**src/rtl/piece_pixel_fetch_if.sv**
```systemverilog
// +-----------------------------------------------------------------------------
// | piece_pixel_fetch_if : raster-in, board RAM, sprite ROM and palette-out bus
// | Revision 1.0
// +-----------------------------------------------------------------------------
`default_nettype none

interface piece_pixel_fetch_if #(
    parameter int ADDR_W = 12
);
    logic              pix_valid;
    logic [9:0]        draw_x;
    logic [9:0]        draw_y;
    logic [2:0]        sq_row;
    logic [2:0]        sq_col;
    logic [3:0]        piece_code;
    logic [ADDR_W-1:0] rom_addr;
    logic [3:0]        rom_sel;
    logic [3:0]        rom_data;
    logic              out_valid;
    logic [9:0]        out_x;
    logic [9:0]        out_y;
    logic [3:0]        pal_index;
    logic              transparent;
    logic              on_board;
    logic              light_square;

    modport master (
        input  pix_valid, draw_x, draw_y, piece_code, rom_data,
        output sq_row, sq_col, rom_addr, rom_sel, out_valid, out_x, out_y,
               pal_index, transparent, on_board, light_square
    );

    modport slave (
        output pix_valid, draw_x, draw_y, piece_code, rom_data,
        input  sq_row, sq_col, rom_addr, rom_sel, out_valid, out_x, out_y,
               pal_index, transparent, on_board, light_square
    );
endinterface

`default_nettype wire

```
**src/rtl/piece_pixel_fetch.sv**
```systemverilog
// +-----------------------------------------------------------------------------
// | piece_pixel_fetch : 3-stage pixel -> square/offset -> sprite ROM fetch
// | Revision 1.0
// +-----------------------------------------------------------------------------
`default_nettype none

module piece_pixel_fetch #(
    parameter int SQ_SIZE    = 56,
    parameter int BOARD_X0   = 96,
    parameter int BOARD_Y0   = 16,
    parameter int ADDR_W     = 12,
    parameter int TRANSP_IDX = 1
) (
    input  logic                clk,
    input  logic                rst_n,
    piece_pixel_fetch_if.master bus
);
    localparam int              OFF_W      = $clog2(SQ_SIZE);
    localparam logic [9:0]      c_x0       = 10'(BOARD_X0);
    localparam logic [9:0]      c_x1       = 10'(BOARD_X0 + 8 * SQ_SIZE);
    localparam logic [9:0]      c_y0       = 10'(BOARD_Y0);
    localparam logic [9:0]      c_y1       = 10'(BOARD_Y0 + 8 * SQ_SIZE);
    localparam logic [OFF_W-1:0] c_off_last = OFF_W'(SQ_SIZE - 1);
    localparam logic [ADDR_W-1:0] c_sq     = ADDR_W'(SQ_SIZE);
    localparam logic [3:0]      c_transp   = 4'(TRANSP_IDX);

    logic [2:0]        col_q, col_d, row_q, row_d;
    logic [OFF_W-1:0]  x_off_q, x_off_d, y_off_q, y_off_d;
    logic [ADDR_W-1:0] line_base_q, line_base_d;
    logic              synced_q, synced_d;
    logic              s1_valid_q, s1_valid_d, s1_onb_q, s1_onb_d;
    logic [9:0]        s1_x_q, s1_x_d, s1_y_q, s1_y_d;
    logic              s2_valid_q, s2_valid_d, s2_onb_q, s2_onb_d;
    logic              s2_empty_q, s2_empty_d, s2_light_q, s2_light_d;
    logic [9:0]        s2_x_q, s2_x_d, s2_y_q, s2_y_d;
    logic [ADDR_W-1:0] rom_addr_q, rom_addr_d;
    logic [3:0]        rom_sel_q, rom_sel_d;
    logic              out_valid_q, out_valid_d, on_board_q, on_board_d;
    logic              out_empty_q, out_empty_d, light_q, light_d;
    logic [9:0]        out_x_q, out_x_d, out_y_q, out_y_d;

    logic w_in_board, w_first_col, w_first_row;

    assign w_in_board  = (bus.draw_x >= c_x0) && (bus.draw_x < c_x1) &&
                         (bus.draw_y >= c_y0) && (bus.draw_y < c_y1);
    assign w_first_col = (bus.draw_x == c_x0);
    assign w_first_row = (bus.draw_y == c_y0);

    always_comb begin
        col_d       = col_q;
        x_off_d     = x_off_q;
        row_d       = row_q;
        y_off_d     = y_off_q;
        line_base_d = line_base_q;
        synced_d    = synced_q;
        // Counters double as the stage-1 registers: they hold the square and
        // offset of the pixel that was just accepted.
        if (bus.pix_valid && w_in_board) begin
            if (w_first_col) begin
                col_d   = 3'd0;
                x_off_d = '0;
                if (w_first_row) begin
                    row_d       = 3'd0;
                    y_off_d     = '0;
                    line_base_d = '0;
                    synced_d    = 1'b1;
                end else if (y_off_q == c_off_last) begin
                    row_d       = row_q + 3'd1;
                    y_off_d     = '0;
                    line_base_d = '0;
                end else begin
                    y_off_d     = y_off_q + OFF_W'(1);
                    line_base_d = line_base_q + c_sq;
                end
            end else if (x_off_q == c_off_last) begin
                col_d   = col_q + 3'd1;
                x_off_d = '0;
            end else begin
                x_off_d = x_off_q + OFF_W'(1);
            end
        end

        s1_valid_d  = bus.pix_valid;
        s1_onb_d    = bus.pix_valid && w_in_board && synced_d;
        s1_x_d      = bus.draw_x;
        s1_y_d      = bus.draw_y;

        s2_valid_d  = s1_valid_q;
        s2_onb_d    = s1_onb_q;
        s2_empty_d  = (bus.piece_code == 4'd0);
        s2_light_d  = ~(row_q[0] ^ col_q[0]);
        s2_x_d      = s1_x_q;
        s2_y_d      = s1_y_q;
        rom_addr_d  = line_base_q + ADDR_W'(x_off_q);
        rom_sel_d   = s2_empty_d ? 4'd0 : bus.piece_code - 4'd1;

        out_valid_d = s2_valid_q;
        on_board_d  = s2_onb_q;
        out_empty_d = s2_empty_q;
        light_d     = s2_light_q;
        out_x_d     = s2_x_q;
        out_y_d     = s2_y_q;
    end

    always_ff @(posedge clk) begin
        if (!rst_n) begin
            col_q <= '0; x_off_q <= '0; row_q <= '0; y_off_q <= '0;
            line_base_q <= '0; synced_q <= 1'b0;
            s1_valid_q <= 1'b0; s1_onb_q <= 1'b0; s1_x_q <= '0; s1_y_q <= '0;
            s2_valid_q <= 1'b0; s2_onb_q <= 1'b0; s2_empty_q <= 1'b0;
            s2_light_q <= 1'b0; s2_x_q <= '0; s2_y_q <= '0;
            rom_addr_q <= '0; rom_sel_q <= '0;
            out_valid_q <= 1'b0; on_board_q <= 1'b0; out_empty_q <= 1'b0;
            light_q <= 1'b0; out_x_q <= '0; out_y_q <= '0;
        end else begin
            col_q <= col_d; x_off_q <= x_off_d; row_q <= row_d; y_off_q <= y_off_d;
            line_base_q <= line_base_d; synced_q <= synced_d;
            s1_valid_q <= s1_valid_d; s1_onb_q <= s1_onb_d;
            s1_x_q <= s1_x_d; s1_y_q <= s1_y_d;
            s2_valid_q <= s2_valid_d; s2_onb_q <= s2_onb_d; s2_empty_q <= s2_empty_d;
            s2_light_q <= s2_light_d; s2_x_q <= s2_x_d; s2_y_q <= s2_y_d;
            rom_addr_q <= rom_addr_d; rom_sel_q <= rom_sel_d;
            out_valid_q <= out_valid_d; on_board_q <= on_board_d;
            out_empty_q <= out_empty_d; light_q <= light_d;
            out_x_q <= out_x_d; out_y_q <= out_y_d;
        end
    end

    // Stage 3 is completed combinationally from the synchronous ROM output so
    // that the result lands exactly three cycles after the input pixel.
    assign bus.pal_index    = (out_valid_q && on_board_q && !out_empty_q) ? bus.rom_data : 4'd0;
    assign bus.transparent  = out_valid_q &&
                              (!on_board_q || out_empty_q || (bus.rom_data == c_transp));
    assign bus.sq_row       = row_q;
    assign bus.sq_col       = col_q;
    assign bus.rom_addr     = rom_addr_q;
    assign bus.rom_sel      = rom_sel_q;
    assign bus.out_valid    = out_valid_q;
    assign bus.on_board     = on_board_q;
    assign bus.light_square = light_q;
    assign bus.out_x        = out_x_q;
    assign bus.out_y        = out_y_q;
endmodule

`default_nettype wire

```
**src/flat_wrapper.sv**
```systemverilog
// flat-port wrapper written by rule: the top's interface ports become plain ports
module piece_pixel_fetch_flat 
#(
    parameter int SQ_SIZE    = 56,
    parameter int BOARD_X0   = 96,
    parameter int BOARD_Y0   = 16,
    parameter int ADDR_W     = 12,
    parameter int TRANSP_IDX = 1
)
  (clk, rst_n, bus_pix_valid, bus_draw_x, bus_draw_y, bus_piece_code, bus_rom_data, bus_sq_row, bus_sq_col, bus_rom_addr, bus_rom_sel, bus_out_valid, bus_out_x, bus_out_y, bus_pal_index, bus_transparent, bus_on_board, bus_light_square);
  piece_pixel_fetch_if #(.ADDR_W(ADDR_W)) bus_i ();
  input  logic clk;
  input  logic rst_n;
  input wire logic [$bits(bus_i.pix_valid)-1:0] bus_pix_valid;
  input wire logic [$bits(bus_i.draw_x)-1:0] bus_draw_x;
  input wire logic [$bits(bus_i.draw_y)-1:0] bus_draw_y;
  input wire logic [$bits(bus_i.piece_code)-1:0] bus_piece_code;
  input wire logic [$bits(bus_i.rom_data)-1:0] bus_rom_data;
  output wire logic [$bits(bus_i.sq_row)-1:0] bus_sq_row;
  output wire logic [$bits(bus_i.sq_col)-1:0] bus_sq_col;
  output wire logic [$bits(bus_i.rom_addr)-1:0] bus_rom_addr;
  output wire logic [$bits(bus_i.rom_sel)-1:0] bus_rom_sel;
  output wire logic [$bits(bus_i.out_valid)-1:0] bus_out_valid;
  output wire logic [$bits(bus_i.out_x)-1:0] bus_out_x;
  output wire logic [$bits(bus_i.out_y)-1:0] bus_out_y;
  output wire logic [$bits(bus_i.pal_index)-1:0] bus_pal_index;
  output wire logic [$bits(bus_i.transparent)-1:0] bus_transparent;
  output wire logic [$bits(bus_i.on_board)-1:0] bus_on_board;
  output wire logic [$bits(bus_i.light_square)-1:0] bus_light_square;
  assign bus_i.pix_valid = bus_pix_valid;
  assign bus_i.draw_x = bus_draw_x;
  assign bus_i.draw_y = bus_draw_y;
  assign bus_i.piece_code = bus_piece_code;
  assign bus_i.rom_data = bus_rom_data;
  assign bus_sq_row = bus_i.sq_row;
  assign bus_sq_col = bus_i.sq_col;
  assign bus_rom_addr = bus_i.rom_addr;
  assign bus_rom_sel = bus_i.rom_sel;
  assign bus_out_valid = bus_i.out_valid;
  assign bus_out_x = bus_i.out_x;
  assign bus_out_y = bus_i.out_y;
  assign bus_pal_index = bus_i.pal_index;
  assign bus_transparent = bus_i.transparent;
  assign bus_on_board = bus_i.on_board;
  assign bus_light_square = bus_i.light_square;
  piece_pixel_fetch #(.SQ_SIZE(SQ_SIZE), .BOARD_X0(BOARD_X0), .BOARD_Y0(BOARD_Y0), .ADDR_W(ADDR_W), .TRANSP_IDX(TRANSP_IDX)) u_core (.clk(clk), .rst_n(rst_n), .bus(bus_i));
endmodule
```
**config.mk**
```make
export PLATFORM = sky130hd
export DESIGN_NAME = piece_pixel_fetch_flat
export DESIGN_NICKNAME = d
export VERILOG_FILES = /design/src/rtl/piece_pixel_fetch_if.sv /design/src/rtl/piece_pixel_fetch.sv /design/src/flat_wrapper.sv
export SDC_FILE = /design/constraint.sdc
export NUM_CORES = 1
export LEC_CHECK = 0
export CAP_MARGIN = 30
export CELL_PAD_IN_SITES_DETAIL_PLACEMENT = 0
export CELL_PAD_IN_SITES_GLOBAL_PLACEMENT = 2
export CORE_UTILIZATION = 29
export CTS_CLUSTER_DIAMETER = 100
export DETAILED_ROUTE_END_ITERATION = 6
export GPL_ROUTABILITY_DRIVEN = 1
export GPL_TIMING_DRIVEN = 0
export MAX_ROUTING_LAYER = met4
export PLACE_DENSITY = 0.72
export SLEW_MARGIN = 20
export SYNTH_ARGS = -nofsm -noshare
export SYNTH_HDL_FRONTEND = slang
export SYNTH_SLANG_ARGS = --single-unit
```
**constraint.sdc**
```tcl
create_clock -name clk -period 1.9 [get_ports clk]
set_input_delay 0.19 -clock clk [delete_from_list [all_inputs] [get_ports clk]]
set_output_delay 0.19 -clock clk [all_outputs]
set_load 0.02 [all_outputs]
```
**Word level (Yosys, flattened, before mapping)**

Cells that the tools add are included.

- Flip-flop bits (word level): 117
- Bits of input ports: 31
- Output and inout port bits: 50

- $add $sub $neg: 7
- Order comparisons: 4
- Equality and inequality tests: 5
- Muxes and demuxes: 14
- Bitwise operators: 3
- Reductions and logical operators: 19

Operator list:

| cell | count |
|---|---|
| two-way mux 12 bit | 2 |
| two-way mux 6 bit | 4 |
| adder 12 x 6 -> 12 bit | 1 |
| adder 12 x 6 -> 12 bit (second input constant) | 1 |
| adder 6 x 1 -> 6 bit (second input constant) | 2 |
| equality test 6 bit (second input constant) | 2 |
| two-way mux 3 bit | 4 |
| equality test 10 x 5 -> 1 bit (second input constant) | 1 |
| equality test 10 x 7 -> 1 bit (second input constant) | 1 |
| >= comparator 10 x 5 -> 1 bit (second input constant) | 1 |
| >= comparator 10 x 7 -> 1 bit (second input constant) | 1 |
| < comparator 10 bit (second input constant) | 1 |
| < comparator 10 x 9 -> 1 bit (second input constant) | 1 |
| logical AND 1 bit | 8 |
| adder 3 x 1 -> 3 bit (second input constant) | 2 |
| equality test 4 x 1 -> 1 bit (second input constant) | 1 |
| logical NOT 4 bit | 1 |
| two-way mux 4 bit | 1 |
| AND reduction 2 bit | 2 |
| nonzero test 2 bit | 2 |
| subtractor 4 x 1 -> 4 bit (second input constant) | 1 |
| two-way mux 1 bit | 3 |
| AND reduction 3 bit | 1 |
| logical NOT 1 bit | 2 |
| other kinds (4) | 6 |

**Longest topological paths before layout**

- Depth after elaboration: 7
- Depth in mapped cells: 7

**Least setup slack after synthesis**

Ideal clock, no wire load.

- Path type: input-to-reg
- From: input bus_draw_x[2]
- To: register u_core.line_base_q[11]
- Library setup time: 0.088 ns
- Arrival time: 1.735 ns
- Slack: 0.077 ns
- Stages on the path: 7
- Buffers on the path: 2
- Cell sequence: or4_4 nor4_4 and3_1 buf_2 nand2_2 buf_6 o32ai_2

- Word-level cells in the longest chain between the ends: 6

Ends and longest elaborated chain:

| what | line | text |
|---|---|---|
| start, declared | flat_wrapper.sv:15 | `input wire logic [$bits(bus_i.draw_x)-1:0] bus_draw_x;` |
| >= comparator 10 x 7 -> 1 bit / < comparator 10 bit (equally long branches) | piece_pixel_fetch.sv:44 | `assign w_in_board = (bus.draw_x >= c_x0) && (bus.draw_x < c_x1) &&` |
| logical AND 1 bit (2 in series) | piece_pixel_fetch.sv:44 |  |
| logical AND 1 bit | piece_pixel_fetch.sv:45 | `(bus.draw_y >= c_y0) && (bus.draw_y < c_y1);` |
| logical AND 1 bit | piece_pixel_fetch.sv:58 | `if (bus.pix_valid && w_in_board) begin` |
| AND reduction 2 bit (no line) * | n/a |  |
| end signal, assigned | piece_pixel_fetch.sv:117 | `line_base_q <= line_base_d; synced_q <= synced_d;` |
| end, declared | piece_pixel_fetch.sv:29 | `logic [ADDR_W-1:0] line_base_q, line_base_d;` |

Mark *: on every way between the ends. The rest lies on a longest branch, timed or not.
A chain may end at the register's enable or synchronous reset.

**Worst setup path after layout**

- From: input bus_draw_y[4]
- To: register u_core.row_q[0], in the netlist u_core.bus.sq_row[0]

- Word-level cells in the longest chain between the ends: 5

Ends and longest elaborated chain:

| what | line | text |
|---|---|---|
| start, declared | flat_wrapper.sv:16 | `input wire logic [$bits(bus_i.draw_y)-1:0] bus_draw_y;` |
| >= comparator 10 x 5 -> 1 bit | piece_pixel_fetch.sv:45 |  |
| logical AND 1 bit | piece_pixel_fetch.sv:44 |  |
| logical AND 1 bit | piece_pixel_fetch.sv:45 |  |
| logical AND 1 bit | piece_pixel_fetch.sv:58 |  |
| AND reduction 3 bit (no line) | n/a |  |
| end signal, assigned | piece_pixel_fetch.sv:116 | `col_q <= col_d; x_off_q <= x_off_d; row_q <= row_d; y_off_q <= y_off_d;` |
| end, declared | piece_pixel_fetch.sv:27 | `logic [2:0] col_q, col_d, row_q, row_d;` |

Several ways; a longest one is shown, not always the timed one.

==> impl_metrics.tcl <==
set metrics [dict create \
    worst_slew_pin_slew_ns 0.6849 \
    leakagePower_nw 2.260 \
    ys_types 52 \
    diodes 0 \
    slew_viol_final 0 \
    htreeDepth 4 \
    finalClockSkew_ns 0.01058 \
    grt_first_pass_wirelength_mm 16.13 \
    setup_violations 0 \
    avgSynthCellArea_um2 10.01 \
    postSynthCellCount 415 \
    finalCriticalPeriod_ns 1.841 \
    hp-class "input pin to register" \
    yosys_warnings 0 \
    layout_commonest_cell "dfxtp_1" \
    drt-total-wl_mm 10.04 \
    cts_sinks 114 \
    finalSetupTns_ns 0 \
    nets 562 \
    cts_buffer_depth 2 \
    fin_cells 712 \
    final_util 0.4215 \
    crit_path_end_kind "register" \
    clkTransAtPathRegs_ns 0.05 \
    crit_type "input pin to register" \
    grt_max_degree 17 \
    syn_area_um2 4155 \
    synth_edf_count 0 \
    drive_gt1_frac 0.1222 \
    drtAntennaViolNets 0 \
    async_flop_share 0 \
    start_kind "input pin" \
    grtUsageTotal 0.1525 \
    layout.cells.most_common_list "114 x dfxtp_1, 75 x and2_1, 64 x clkdlybuf4s50_1" \
    dieArea_um2 14810 \
    initial_utilization 0.2982 \
    dpl.hpwl_mm 6.985 \
    cp_max_fo 6 \
    grt_pass1_vias 3136 \
    synth_flop_cell "dfxtp_1" \
    ys_seq_area_frac 0.5492 \
    fillerInstances 1369 \
    max-slew-margin-rel 0.5434 \
    period_share 0.9691 \
    ios 81 \
    rsz0062_at_grt "yes" \
    outcome "complete, no violations" \
    post_drt_wl_per_cell_um 14.11 \
    fmax_ghz 0.5431 \
    post-place-cells 674 \
    place.gp.congestion 0.7946 \
    remaining_drc_errors 0 \
    first_pass_iters 4 \
    required_ns 2.19 \
    core_um2 13930 \
    die_w_um 121.7 \
    syn_to_final_growth_pct 41.34 \
    numCtsBuffers 17 \
    clkLatencyLatePin_ns 0.42 \
    drt_iter0_drc 130 \
    hold_slack_ns 0.05627 \
    synth_nets 456 \
    vias 3250 \
    hold_viol 0 \
    p_per_area_nw_per_um2 980.2 \
    cts_tree "yes" \
    ys_seq_elements 114 \
    drv_cap 0 \
    antenna_found_initial 0 \
    rows 43 \
    die_h_um 121.7 \
    ir_drop_mv 0.4674 \
    final_area_um2 5873 \
    root_buffer "clkbuf_16" \
    grt_overflow 0 \
    placement.cell_area_um2 5171 \
    drt-vias-per-instance 4.565 \
    portBuffers 79 \
    arrival_ns 2.13 \
]
[final timing paths]
kind	startpoint	endpoint	slack, ns	cells after the start
worst max-delay path	bus_draw_y[4]	u_core.bus.sq_row[0]$_SDFFE_PN0P_	0.06	8
worst min-delay path	bus_draw_y[7]	u_core.s1_y_q[7]$_SDFF_PN0_	0.06	2
worst max register to register	u_core.x_off_q[0]$_SDFFE_PN0N_	u_core.bus.sq_col[2]$_SDFFE_PN0P_	0.16	6
worst min register to register	u_core.s1_x_q[0]$_SDFF_PN0_	u_core.out_x_d[0]$_SDFF_PN0_	0.42	1
[cell usage after synthesis, drive strengths merged, types with 7 or more instances]
| master | number | area, um2 |
|---|---|---|
| nand3 | 12 | 65.06 |
| dfxtp | 114 | 2282 |
| ha | 10 | 125.1 |
| nor2 | 26 | 100.1 |
| nor3 | 7 | 35.03 |
| clkbuf | 13 | 48.80 |
| nand2 | 25 | 96.35 |
| o31ai | 7 | 52.55 |
| xnor2 | 8 | 70.07 |
| or3 | 8 | 50.05 |
| inv | 7 | 26.28 |
| o21ai | 8 | 40.03 |
| and2 | 75 | 469.2 |
| a21oi | 23 | 115.1 |
[stage by stage]
step | power [W] | worst slack (ns)
final | 0.005757 | 0.05880
after global routing | 0.005961 | 0.0002029
after CTS | 0.005827 | 0.001261
after detailed placement | 0.002811 | -0.7686
after global placement | 0.002811 | -0.7635
after floorplan | 0.002648 | 0.07736
[cell families after synthesis]
logic type / Yosys count / share of synthesized area
fa+ha+maj: 10 / 0.03011
compound gates: 60 / 0.09335
other cells: 1 / 0.0009025
buf+inv: 26 / 0.02650
flops: 114 / 0.5492
mux: 3 / 0.007528
simple gates: 191 / 0.2713
xor+xnor: 10 / 0.02108
[final cells by class]
class | instances | area, um2 | share of cell area
plain buffers | 18 | 101.3 | 0.01726
clock buffers | 18 | 439.2 | 0.07478
clock inverters | 12 | 117.6 | 0.02003
inverters | 8 | 30.03 | 0.005113
multi-input cells | 275 | 1822 | 0.3102
flip-flops and latches | 114 | 2282 | 0.3886
well taps | 180 | 225.2 | 0.03835
repair buffers | 87 | 855.8 | 0.1457
[registers in the layout (all words and copies together), names as in the netlist, 3 cells and up]
register / count
u_core.s1_y_q: 10
u_core.s1_x_q: 10
u_core.bus.sq_row: 3
u_core.bus.out_y: 10
u_core.bus.rom_addr: 12
u_core.line_base_q: 9
u_core.bus.sq_col: 3
u_core.bus.rom_sel: 4
u_core.out_y_d: 10
u_core.out_x_d: 10
u_core.y_off_q: 6
u_core.x_off_q: 6
u_core.bus.out_x: 10
[power by group]
group          leakage, nW  internal, W  switching [W]
Clock                0.273      0.00192        0.00107
Sequential           0.931      0.00246      0.0000143
Combinational         1.06     0.000139       0.000148
Total                 2.26      0.00452        0.00124
[layer usage]
| layer | share of wire | global-route usage | up-vias |
|---|---|---|---|
| met2 | 0.46 | 0.2312 | 88 |
| met5 | 0 | - | - |
| met1 | 0.47 | 0.1806 | 1517 |
| li1 | - | - | 1629 |
| met3 | 0.053 | 0.05243 | 16 |
| met4 | 0.018 | 0.07176 | 0 |
[worst max-delay path, cell delays in order]
cell	delay (ns)
clkdlybuf4s50_1	0.56
or4b_4	0.50
nor4_4	0.22
buf_4	0.18
nor2_2	0.08
buf_6	0.15
o211ai_1	0.16
o31ai_1	0.09
[what timing repair did]
| action | in CTS | in global routing |
|---|---|---|
| setup buffers | 7 | 0 |
| hold buffers | 0 | 0 |
| pin swaps | 7 | 6 |
| resized for setup | 17 | 21 |
| cloned | 0 | 1 |
| setup endpoints to repair | 27 | 28 |
Power figures use the tool's default switching activity.
